`src/rtl/simplez_pkg.sv`:
```
// simplez_pkg -- shared encodings for the Simplez control unit.
//   Opcodes (RI[11:9]), control-unit state encodings, ALU operation codes,
//   datapath widths and the microorder bundle produced by the decoder.
//   The WAIT state is always encoded; it is only reachable when the
//   control unit is built with SIMPLEZ_STEP_EN.
package simplez_pkg;

   localparam int DATAW = 12;
   localparam int ADDRW = 9;

   // Opcode field of RI
   localparam logic [2:0] OP_ST   = 3'd0;
   localparam logic [2:0] OP_LD   = 3'd1;
   localparam logic [2:0] OP_ADD  = 3'd2;
   localparam logic [2:0] OP_BR   = 3'd3;
   localparam logic [2:0] OP_BZ   = 3'd4;
   localparam logic [2:0] OP_CLR  = 3'd5;
   localparam logic [2:0] OP_DEC  = 3'd6;
   localparam logic [2:0] OP_HALT = 3'd7;

   // ALU operations
   localparam logic [1:0] ALU_PASS = 2'd0;
   localparam logic [1:0] ALU_ADD  = 2'd1;
   localparam logic [1:0] ALU_CLR  = 2'd2;
   localparam logic [1:0] ALU_DEC  = 2'd3;

   typedef enum logic [2:0] {
      ST_INIT = 3'd0,
      ST_I0   = 3'd1,
      ST_I1   = 3'd2,
      ST_O0   = 3'd3,
      ST_O1   = 3'd4,
      ST_HLT  = 3'd5,
      ST_WAIT = 3'd6
   } state_t;

   // Every microorder the control unit can issue in one cycle.
   typedef struct packed {
      logic       lec;
      logic       esc;
      logic       era;
      logic       incp;
      logic       ecp;
      logic       ccp;
      logic       scp;
      logic       eri;
      logic       sri;
      logic       eac;
      logic       sac;
      logic [1:0] alu_op;
      logic       stop;
   } mo_t;

   // True for the opcodes that need an operand cycle (O0).
   function automatic logic is_mem_op(input logic [2:0] op);
      return (op == OP_ST) || (op == OP_LD) || (op == OP_ADD);
   endfunction

endpackage

```
`src/rtl/simplez_ctrl_if.sv`:
```
// simplez_ctrl_if -- control-unit <-> datapath bundle.
//   Datapath -> control: op (RI[11:9]), z (AC==0), step (SIMPLEZ_STEP_EN only).
//   Control -> datapath: lec, esc, era, incp, ecp, ccp, scp, eri, sri, eac,
//   sac, alu_op, stop.
//   modport master: the control unit.  modport slave: the datapath side.
//   Optional macro: SIMPLEZ_STEP_EN adds the step input.
interface simplez_ctrl_if;

   logic [2:0] op;
   logic       z;
`ifdef SIMPLEZ_STEP_EN
   logic       step;
`endif
   logic       lec;
   logic       esc;
   logic       era;
   logic       incp;
   logic       ecp;
   logic       ccp;
   logic       scp;
   logic       eri;
   logic       sri;
   logic       eac;
   logic       sac;
   logic [1:0] alu_op;
   logic       stop;

`ifdef SIMPLEZ_STEP_EN
   modport master (
      input  op, z, step,
      output lec, esc, era, incp, ecp, ccp, scp, eri, sri, eac, sac, alu_op, stop
   );
   modport slave (
      output op, z, step,
      input  lec, esc, era, incp, ecp, ccp, scp, eri, sri, eac, sac, alu_op, stop
   );
`else
   modport master (
      input  op, z,
      output lec, esc, era, incp, ecp, ccp, scp, eri, sri, eac, sac, alu_op, stop
   );
   modport slave (
      output op, z,
      input  lec, esc, era, incp, ecp, ccp, scp, eri, sri, eac, sac, alu_op, stop
   );
`endif

endinterface

```
`src/rtl/simplez_ctrl_decode.sv`:
```
// simplez_ctrl_decode -- purely combinational microorder decoder.
//   Ports: state (current control state), op (RI opcode), z (AC==0 flag),
//          mo (microorder bundle for this cycle).
//   Any state without listed microorders (WAIT, illegal codes) drives all 0.
module simplez_ctrl_decode
   import simplez_pkg::*;
(
   input  state_t     state,
   input  logic [2:0] op,
   input  logic       z,
   output mo_t        mo
);

   always_comb begin
      mo        = '0;
      mo.alu_op = ALU_PASS;
      case (state)
         ST_INIT: begin
            mo.ccp = 1'b1;
         end
         ST_O1: begin
            // RA <- CP: address of the next instruction
            mo.scp = 1'b1;
            mo.era = 1'b1;
         end
         ST_I0: begin
            // RI <- M[RA], CP <- CP+1
            mo.lec  = 1'b1;
            mo.eri  = 1'b1;
            mo.incp = 1'b1;
         end
         ST_I1: begin
            case (op)
               OP_ST, OP_LD, OP_ADD: begin
                  mo.sri = 1'b1;
                  mo.era = 1'b1;
               end
               OP_BR: begin
                  mo.sri = 1'b1;
                  mo.ecp = 1'b1;
                  mo.era = 1'b1;
               end
               OP_BZ: begin
                  if (z) begin
                     mo.sri = 1'b1;
                     mo.ecp = 1'b1;
                     mo.era = 1'b1;
                  end else begin
                     mo.scp = 1'b1;
                     mo.era = 1'b1;
                  end
               end
               OP_CLR: begin
                  mo.eac    = 1'b1;
                  mo.alu_op = ALU_CLR;
                  mo.scp    = 1'b1;
                  mo.era    = 1'b1;
               end
               OP_DEC: begin
                  mo.eac    = 1'b1;
                  mo.alu_op = ALU_DEC;
                  mo.scp    = 1'b1;
                  mo.era    = 1'b1;
               end
               default: begin
                  // HALT: nothing this cycle
               end
            endcase
         end
         ST_O0: begin
            case (op)
               OP_ST: begin
                  mo.sac = 1'b1;
                  mo.esc = 1'b1;
               end
               OP_LD: begin
                  mo.lec    = 1'b1;
                  mo.eac    = 1'b1;
                  mo.alu_op = ALU_PASS;
               end
               OP_ADD: begin
                  mo.lec    = 1'b1;
                  mo.eac    = 1'b1;
                  mo.alu_op = ALU_ADD;
               end
               default: begin
                  // not reachable: only memory opcodes enter O0
               end
            endcase
         end
         ST_HLT: begin
            mo.stop = 1'b1;
         end
         default: begin
            // WAIT and illegal encodings: all microorders idle
         end
      endcase
   end

endmodule

```
`src/rtl/simplez_ctrl.sv`:
```
// simplez_ctrl -- Simplez CPU control unit (state register + next state).
//   Ports: clk  system clock; the state register advances on the falling
//               edge so microorders are stable around the datapath's
//               rising edge.
//          rst  asynchronous, active-high; forces INIT immediately.
//          bus  simplez_ctrl_if.master: op/z (and step) in, microorders out.
//   Optional macro: SIMPLEZ_STEP_EN -- single-step mode; every transition
//   toward I0 parks in WAIT until a step pulse is seen at a falling edge.
module simplez_ctrl
   import simplez_pkg::*;
(
   input  logic           clk,
   input  logic           rst,
   simplez_ctrl_if.master bus
);

`ifdef SIMPLEZ_STEP_EN
   localparam state_t FETCH_TGT = ST_WAIT;
`else
   localparam state_t FETCH_TGT = ST_I0;
`endif

   state_t state_reg;
   state_t state_next;
   mo_t    mo;

   always_ff @(negedge clk or posedge rst) begin
      if (rst) begin
         state_reg <= ST_INIT;
      end else begin
         state_reg <= state_next;
      end
   end

   always_comb begin
      state_next = ST_INIT;
      case (state_reg)
         ST_INIT: state_next = ST_O1;
         ST_O1:   state_next = FETCH_TGT;
         ST_I0:   state_next = ST_I1;
         ST_I1: begin
            if (is_mem_op(bus.op)) begin
               state_next = ST_O0;
            end else if (bus.op == OP_HALT) begin
               state_next = ST_HLT;
            end else begin
               state_next = FETCH_TGT;
            end
         end
         ST_O0:   state_next = ST_O1;
         ST_HLT:  state_next = ST_HLT;
`ifdef SIMPLEZ_STEP_EN
         ST_WAIT: state_next = bus.step ? ST_I0 : ST_WAIT;
`endif
         default: state_next = ST_INIT;
      endcase
   end

   simplez_ctrl_decode u_decode (
      .state (state_reg),
      .op    (bus.op),
      .z     (bus.z),
      .mo    (mo)
   );

   assign bus.lec    = mo.lec;
   assign bus.esc    = mo.esc;
   assign bus.era    = mo.era;
   assign bus.incp   = mo.incp;
   assign bus.ecp    = mo.ecp;
   assign bus.ccp    = mo.ccp;
   assign bus.scp    = mo.scp;
   assign bus.eri    = mo.eri;
   assign bus.sri    = mo.sri;
   assign bus.eac    = mo.eac;
   assign bus.sac    = mo.sac;
   assign bus.alu_op = mo.alu_op;
   assign bus.stop   = mo.stop;

endmodule

```
`src/flat_wrapper.sv`:
```
// flat-port wrapper written by rule: the top's interface ports become plain ports
module simplez_ctrl_flat import simplez_pkg::*;
  (clk, rst, bus_op, bus_z, bus_lec, bus_esc, bus_era, bus_incp, bus_ecp, bus_ccp, bus_scp, bus_eri, bus_sri, bus_eac, bus_sac, bus_alu_op, bus_stop);
  simplez_ctrl_if bus_i ();
  input  logic clk;
  input  logic rst;
  input wire logic [$bits(bus_i.op)-1:0] bus_op;
  input wire logic [$bits(bus_i.z)-1:0] bus_z;
  output wire logic [$bits(bus_i.lec)-1:0] bus_lec;
  output wire logic [$bits(bus_i.esc)-1:0] bus_esc;
  output wire logic [$bits(bus_i.era)-1:0] bus_era;
  output wire logic [$bits(bus_i.incp)-1:0] bus_incp;
  output wire logic [$bits(bus_i.ecp)-1:0] bus_ecp;
  output wire logic [$bits(bus_i.ccp)-1:0] bus_ccp;
  output wire logic [$bits(bus_i.scp)-1:0] bus_scp;
  output wire logic [$bits(bus_i.eri)-1:0] bus_eri;
  output wire logic [$bits(bus_i.sri)-1:0] bus_sri;
  output wire logic [$bits(bus_i.eac)-1:0] bus_eac;
  output wire logic [$bits(bus_i.sac)-1:0] bus_sac;
  output wire logic [$bits(bus_i.alu_op)-1:0] bus_alu_op;
  output wire logic [$bits(bus_i.stop)-1:0] bus_stop;
  assign bus_i.op = bus_op;
  assign bus_i.z = bus_z;
  assign bus_lec = bus_i.lec;
  assign bus_esc = bus_i.esc;
  assign bus_era = bus_i.era;
  assign bus_incp = bus_i.incp;
  assign bus_ecp = bus_i.ecp;
  assign bus_ccp = bus_i.ccp;
  assign bus_scp = bus_i.scp;
  assign bus_eri = bus_i.eri;
  assign bus_sri = bus_i.sri;
  assign bus_eac = bus_i.eac;
  assign bus_sac = bus_i.sac;
  assign bus_alu_op = bus_i.alu_op;
  assign bus_stop = bus_i.stop;
  simplez_ctrl u_core (.clk(clk), .rst(rst), .bus(bus_i));
endmodule
```
`config.mk`:
```
export PLATFORM = sky130hd
export DESIGN_NAME = simplez_ctrl_flat
export DESIGN_NICKNAME = d
export VERILOG_FILES = /design/src/rtl/simplez_pkg.sv /design/src/rtl/simplez_ctrl_if.sv /design/src/rtl/simplez_ctrl_decode.sv /design/src/rtl/simplez_ctrl.sv /design/src/flat_wrapper.sv
export SDC_FILE = /design/constraint.sdc
export NUM_CORES = 1
export LEC_CHECK = 0
export CAP_MARGIN = 20
export CORE_AREA = 5 5 42 44
export CTS_CLUSTER_SIZE = 40
export DETAILED_ROUTE_END_ITERATION = 16
export DIE_AREA = 0 0 47 49
export PLACE_DENSITY = 0.65
export SYNTH_ARGS = -nofsm -noshare
export SYNTH_HDL_FRONTEND = slang
export SYNTH_HIERARCHICAL = 1
export SYNTH_SLANG_ARGS = --single-unit
```
`constraint.sdc`:
```
create_clock -name clk -period 2 [get_ports clk]
set_input_delay 0.6 -clock clk [delete_from_list [all_inputs] [get_ports clk]]
set_output_delay 0.6 -clock clk [all_outputs]
set_load 0.02 [all_outputs]
```
---- Word-level counts from Yosys, hierarchy flattened ----
Index checks and enable logic that the tools add are counted.
storage, ports and cells
  register bits ........................... 3
  bits in latches ......................... 0
  memory bits (writable) .................. 0
  bits in read-only memories .............. 0
  output and inout bits ................... 14
  logic and storage cells ................. 47
  memories kept ........................... 0
cells by class
  add/sub/neg operators ................... 0
  $mul .................................... 0
  div/mod/pow operators ................... 0
  order comparisons ....................... 0
  equality and inequality tests ........... 12
  shift operators ......................... 0
  multiplexer cells ....................... 25
  bitwise gates (word level) .............. 0
  reductions and logical operators ........ 9
operators by type and width
  cell                count
  $eq 3x3->1 const B  6
  $pmux 3 s5          1
  $pmux 1 s2          7
  $mux 1              13
  $eq 3x2->1 const B  4
  $pmux 2 s2          2
  $reduce_or 7->1     1
  $eq 3x1->1 const B  2
  $logic_not 3->1     2
  $mux 3              2
  $reduce_or 2->1     3
  $reduce_or 4->1     1
  $logic_or 1x1->1    2

---- Depth between registers and ports, before layout ----
Gate-level depths: netlist of run 1.
  depth in word-level cells ............... 5
  depth in mapped cells ................... 4

---- Cells and area by module ----
The synthesis of run 1 kept the hierarchy.
by module, submodules not included
  module               instances  cells each  area each (µm²)
  simplez_ctrl_decode  1          31          198.9
  simplez_ctrl         1          12          151.4

==> results of run 1 <==
[per-stage QoR]
step / cells / setup TNS (ns) / hold WS (ns) / power, mW
final: 103 / -12.72 / 0.749 / 1.17
after floorplan: 43 / -9.19 / 0.522 / 0.523
after CTS: 101 / -12.06 / 0.736 / 1.09
after global routing: 103 / -13.63 / 0.813 / 1.24
after global placement: 89 / -16.27 / 0.625 / 0.808
after detailed placement: 89 / -16.45 / 0.638 / 0.811
[area by class of cell]
type	count	area share, %
repair buffers	43	43.0
well taps	16	2.14
multi-input cells	36	43.6
flip-flops and latches	3	8.02
clock buffers	4	2.81
inverters	1	0.401
[Yosys cell counts (all sizes together)]
library cell,count,area [µm²]
a2111oi,2,30.0
a21oi,2,10.0
a31oi,1,6.26
a41oi,1,8.76
and2,1,6.26
buf,3,26.3
dfrtn,3,75.1
inv,1,3.75
mux2,1,15.0
mux2i,1,10.0
nand2,3,11.3
nand2b,3,18.8
nand3,1,5.00
nor2,7,28.8
nor2b,3,18.8
nor3,1,5.00
nor3b,3,22.5
nor4,1,6.26
o21a,1,7.51
or2,1,6.26
or3b,1,11.3
xnor2,1,8.76
xor2,1,8.76
[routing by layer]
layer  track usage [%]  routed length, µm  up-vias
met3              1.48                 63        2
met5                 0                  0        -
met4              7.83                 22        0
met2              23.5                817       13
li1                  -                  -      242
met1              15.3                518      230
[worst max-delay path, cell delays in order (launching register included)]
cell	delay, ns
dfrtn_1	0.46
xor2_1	0.23
nand2_2	0.13
nor3b_4	0.20
buf_6	0.14
[placed cells by master, fill, tap and decap left out, drive strengths merged, types with 2 or more instances in the layout]
| cell type | Yosys | layout |
|---|---|---|
| nand2 | 3 | 3 |
| a2111oi | 2 | 2 |
| nor2 | 7 | 7 |
| dfrtn | 3 | 3 |
| buf | 3 | 40 |
| nor3b | 3 | 3 |
| nand2b | 3 | 3 |
| clkbuf | 0 | 4 |
| clkdlybuf4s50 | 0 | 2 |
| a21oi | 2 | 2 |
| nor2b | 3 | 3 |
[report_power, final]
group / internal (mW) / switching (mW) / leakage [nW]
sequential: 0.0924 / 0.0377 / 0.0367
combinational: 0.487 / 0.446 / 0.366
clock: 0.0751 / 0.0360 / 0.0150
total: 0.655 / 0.520 / 0.418
[kinds of logic (layout without fill, tap and decap cells)]
family / after synthesis / count (layout) / synth area share [%]
DFF: 3 / 3 / 21.4
muxes: 2 / 2 / 7.14
AOI/OAI and AO/OA: 7 / 7 / 17.9
and+or+nand+nor: 25 / 25 / 40.0
xor gates and xnor gates: 2 / 2 / 5.00
buffers and inverters: 4 / 48 / 8.57
[what timing repair did]
item,in CTS,in global routing
hold buffers,0,0
pin swaps,7,7
setup buffers,8,3
endpoints found under the setup margin,16,16
resized for setup,111,6
[how the worst max path moves through the flow]
stage / to / cells after the start
floorplan: bus_esc / 3
global placement: bus_alu_op[0] / 4
detailed placement: bus_alu_op[0] / 4
CTS: bus_alu_op[0] / 4
global route: bus_alu_op[0] / 4
finish: bus_alu_op[0] / 4
==> results by group, run 1 <==
Timing
  • Final-report hold violation count: 0
  • Max Slew Vio Count: 0
  • # setup viols final: 16
  • Slew HR: 78.6%
  • Setup Skew: 0.00322 ns
  • Post-route worst setup slack: -1.01 ns
  • RSZ-0062 raised after global routing: true
  • Slew @ Worst Pin: 0.320 ns

CTS
  • TritonCTS clock tree: yes
  • Num CTS Buffers: 3
  • CTS HTree Levels: 1
  • # clock sinks: 3
  • Root buf cell: clkbuf_4
  • Worst-skew pair later-pin latency: 0.25 ns
  • Clk slew on worst S/H paths: 0.03 ns
  • CTS max path bufs: 2

Layout
  • NumNets Final: 94
  • Sequential cell area: 75.1 µm²
  • Core Util, Final: 66.8%
  • Inserted Diodes: 0
  • Post-Layout Inst Area: 936 µm²
  • Max reg flops: 3
  • Layout area overhead: 167%
  • Area occupied by multi-input gates: 408 µm²
  • Filler Cell Count: 109
  • Share of cells above drive strength 1: 77.0%

Floorplanning
  • Die Width: 47 µm
  • Die Footprint: 0.00230 mm²
  • Core area: 0.00140 mm²
  • Ports: 20
  • Initial core utilization: 25.0%
  • FP Rows: 14
  • Chip height: 49 µm

Min path
  • Hold depth: 3
  • Worst Hold Class: flop to flop
  • Hold EP: u_core/state_reg[0]
  • Hold path start: u_core/state_reg[2]

Placed design
  • Placer's final routability congestion estimate: 0.823
  • Post-Place Setup Slack: -1.18 ns
  • PortBufs: 19
  • DP HPWL: 872 µm
  • DP Area: 722 µm²

Outcome
  • Failing checks: negative setup slack
  • Outcome: complete, but fails checks

Global route
  • Number of global-route vias before repair: 535
  • Gr usage total: 13.7%
  • Antenna violations before repair: 0
  • Final global-route overflow total: 0
  • Pin count of the biggest net entering global routing: 7
  • First-pass GRT wire length: 2320 µm

Critical path
  • Worst EP arrival: 2.41 ns
  • Crit start category: flop
  • Crit end category: output port
  • R2r endpoint: u_core/state_reg[1]
  • R2R cell count: 6
  • Crit. Startpoint: u_core/state_reg[0]
  • R2r setup slk: 0.58 ns
  • FF-to-FF Start: u_core/state_reg[1]
  • WP data required: 1.40 ns
  • WS Path Type: flop to output port
  • CP max FO: 3

Yosys
  • Sequential fraction of the synthesis area: 21.4%
  • Unique masters post-synth: 25
  • Yosys warning total: 6
  • Syn avg cell area: 8.15 µm²
  • FF+latch count, synth: 3
  • Syn Nets: 49
  • Post-Syn Instances: 43
  • Mapped cell area: 350 µm²

Pwr
  • Pleak: 0.418 nW
  • Maximum VDD drop: 0.000822 V
  • Power Density: 1260 mW/mm²

Drt
  • Drt wl/cell: 13.8 µm
  • Via count: 487
  • Vias/cell: 4.73
  • WL final: 1420 µm
  • Initial DRC count: 4
  • ANT nets after route: 0
  • DR pass1 iterations: 4
  • Residual DRC: 0

Job
  • Max-Cap Viols: 0
(Power assumes the default switching activity.)
==> inputs of run 2 (changes only) <==
--- a/config.mk
+++ b/config.mk
@@ -6,11 +6,13 @@
 export NUM_CORES = 1
 export LEC_CHECK = 0
 export CAP_MARGIN = 20
-export CORE_AREA = 5 5 42 44
+export CELL_PAD_IN_SITES_DETAIL_PLACEMENT = 1
+export CELL_PAD_IN_SITES_GLOBAL_PLACEMENT = 2
+export CORE_MARGIN = 5
+export CORE_UTILIZATION = 18
 export CTS_CLUSTER_SIZE = 40
 export DETAILED_ROUTE_END_ITERATION = 16
-export DIE_AREA = 0 0 47 49
-export PLACE_DENSITY = 0.65
+export PLACE_DENSITY = 0.79
 export SYNTH_ARGS = -nofsm -noshare
 export SYNTH_HDL_FRONTEND = slang
 export SYNTH_HIERARCHICAL = 1
==> results by group, run 2 (same netlist as run 1, synthesis figures left out) <==
Critical path
  • CP max FO: 4 (+1)
  • WP data required: 1.40 ns (about the same)
  • Crit start category: flop
  • Crit end category: output port
  • Worst EP arrival: 2.42 ns (about the same)
  • WS Path Type: flop to output port

Placed design
  • Post-Place Setup Slack: -1.25 ns (-0.0619 ns)
  • DP Area: 721 µm² (-0.17%)
  • PortBufs: 19 (unchanged)
  • DP HPWL: 1040 µm (+19%)
  • Placer's final routability congestion estimate: 0.723 (-12%)
  • Placed cell count: 98 (+10%)

Floorplanning
  • Die Footprint: 0.00293 mm² (+27%)
  • Core area: 0.00190 mm² (+36%)
  • FP Rows: 16 (+2)
  • Initial core utilization: 18.4% (-6.6 points)
  • Chip height: 54.1 µm (+10%)
  • Die Width: 54.1 µm (+15%)
  • Ports: 20 (unchanged)

Timing
  • Hold_ws: 0.790 ns (+0.0413 ns)
  • # setup viols final: 16 (unchanged)
  • RSZ-0062 raised after global routing: true
  • TNS Setup: -12.87 ns (-0.144 ns)
  • Final-report hold violation count: 0 (unchanged)
  • Slew HR: 72.7% (-6.0 points)
  • Slew @ Worst Pin: 0.409 ns (+0.0892 ns)
  • Post-route worst setup slack: -1.02 ns (-0.00639 ns)
  • Max Slew Vio Count: 0 (unchanged)
  • Setup Skew: 0.00506 ns (+0.00184 ns)

CTS
  • # clock sinks: 3 (unchanged)
  • Root buf cell: clkbuf_4
  • CTS Hold Bufs: 0 (unchanged)
  • Num CTS Buffers: 3 (unchanged)
  • CTS max path bufs: 2 (unchanged)
  • CTS HTree Levels: 1 (unchanged)
  • TritonCTS clock tree: yes
  • Worst-skew pair later-pin latency: 0.26 ns (about the same)
  • Clk slew on worst S/H paths: 0.04 ns (about the same)

Drt
  • DR pass1 iterations: 4 (unchanged)
  • Vias/cell: 4.37 (-7.5%)
  • Initial DRC count: 4 (unchanged)
  • ANT nets after route: 0 (unchanged)
  • Residual DRC: 0 (unchanged)
  • Drt wl/cell: 16.6 µm (+20%)
  • Via count: 494 (+1.4%)
  • WL final: 1880 µm (+32%)

Layout
  • Share of cells above drive strength 1: 74.4% (-2.6 points)
  • Inserted Diodes: 0 (unchanged)
  • Sequential cell area: 75.1 µm² (unchanged)
  • Layout area overhead: 174%
  • Non-Filler Instances: 113 (+9.7%)
  • NumNets Final: 93 (-1.1%)
  • Max reg flops: 3 (unchanged)
  • Filler Cell Count: 221 (+100%)
  • Core Util, Final: 50.4% (-16 points)
  • Commonest cells after routing, fill and taps aside: buf_6, buf_4, nor2_4
  • Area occupied by multi-input gates: 410 µm² (+0.61%)
  • Most common library cell in the layout ignoring fill and taps: buf_6
  • Post-Layout Inst Area: 958 µm² (+2.4%)

Global route
  • Antenna violations before repair: 0 (unchanged)
  • First-pass GRT wire length: 2730 µm (+18%)
  • Final global-route overflow total: 0 (unchanged)
  • Pin count of the biggest net entering global routing: 8 (+1)
  • Gr usage total: 13.5% (-0.21 points)
  • Number of global-route vias before repair: 564 (+5.4%)

Pwr
  • Maximum VDD drop: 0.000624 V (-24%)
  • Pleak: 0.419 nW (+0.32%)
  • Power Density: 1290 mW/mm² (+2.5%)
  • Power Total: 1.23 mW (+5.0%)

Outcome
  • Outcome: complete, but fails checks
  • Failing checks: negative setup slack

Job
  • Max-Cap Viols: 0 (unchanged)

Min path
  • Worst Hold Class: flop to flop
[run 2: repair_timing]
item | 4_1_cts | 5_1_grt
buffers inserted | 10 | 1
setup endpoints to repair | 16 | 16
hold endpoints to repair | 0 | 0
pin swaps | 8 | 5
resized for setup | 109 | 6
cloned | 0 | 0
[run 2: path summary, 6_finish.rpt]
| check | startpoint | endpoint | slack, ns | cells past startpoint |
|---|---|---|---|---|
| max in group asynchronous | rst | u_core/state_reg[1] | 0.42 | 2 |
| worst max-delay path | u_core/state_reg[2] | bus_sri | -1.02 | 4 |
| worst max register to register | u_core/state_reg[2] | u_core/state_reg[2] | 0.51 | 5 |
| worst min-delay path | u_core/state_reg[1] | u_core/state_reg[0] | 0.79 | 3 |
| worst min register to register | u_core/state_reg[1] | u_core/state_reg[0] | 0.79 | 3 |
| min in group asynchronous | rst | u_core/state_reg[0] | 1.40 | 2 |
[run 2: worst max-delay path, cell delays in order, from the launching register on]
cell and delay [ns]:
dfrtn_1 0.41, nor2_1 0.23, nand2_4 0.12, a21oi_4 0.13, clkdlybuf4s15_2 0.27
[run 2: layout make-up]
cell class | count | share of cell area, %
flip-flops and latches | 3 | 7.83
well taps | 27 | 3.52
multi-input cells | 36 | 42.8
inverters | 1 | 0.392
repair buffers | 42 | 42.7
clock buffers | 4 | 2.74
[run 2: routing by layer]
metal	vias up	wire length, µm	GRT usage (%)
met3	2	47	0
met4	0	19	7.47
met2	19	1060	27.8
met5	-	0	0
li1	236	-	-
met1	237	753	13.3
[run 2: where the power goes]
group / internal (mW) / switching (mW)
Combinational: 0.498 / 0.486
Sequential: 0.0923 / 0.0393
Clock: 0.0755 / 0.0432
Total: 0.666 / 0.568
==> inputs of run 3 (changes only) <==
--- a/config.mk
+++ b/config.mk
@@ -13,6 +13,7 @@
 export CTS_CLUSTER_SIZE = 40
 export DETAILED_ROUTE_END_ITERATION = 16
 export PLACE_DENSITY = 0.79
+export SLEW_MARGIN = 20
 export SYNTH_ARGS = -nofsm -noshare
 export SYNTH_HDL_FRONTEND = slang
 export SYNTH_HIERARCHICAL = 1
==> results of run 3 <==
Final layout, timing and power as in run 2 (identical DEF).
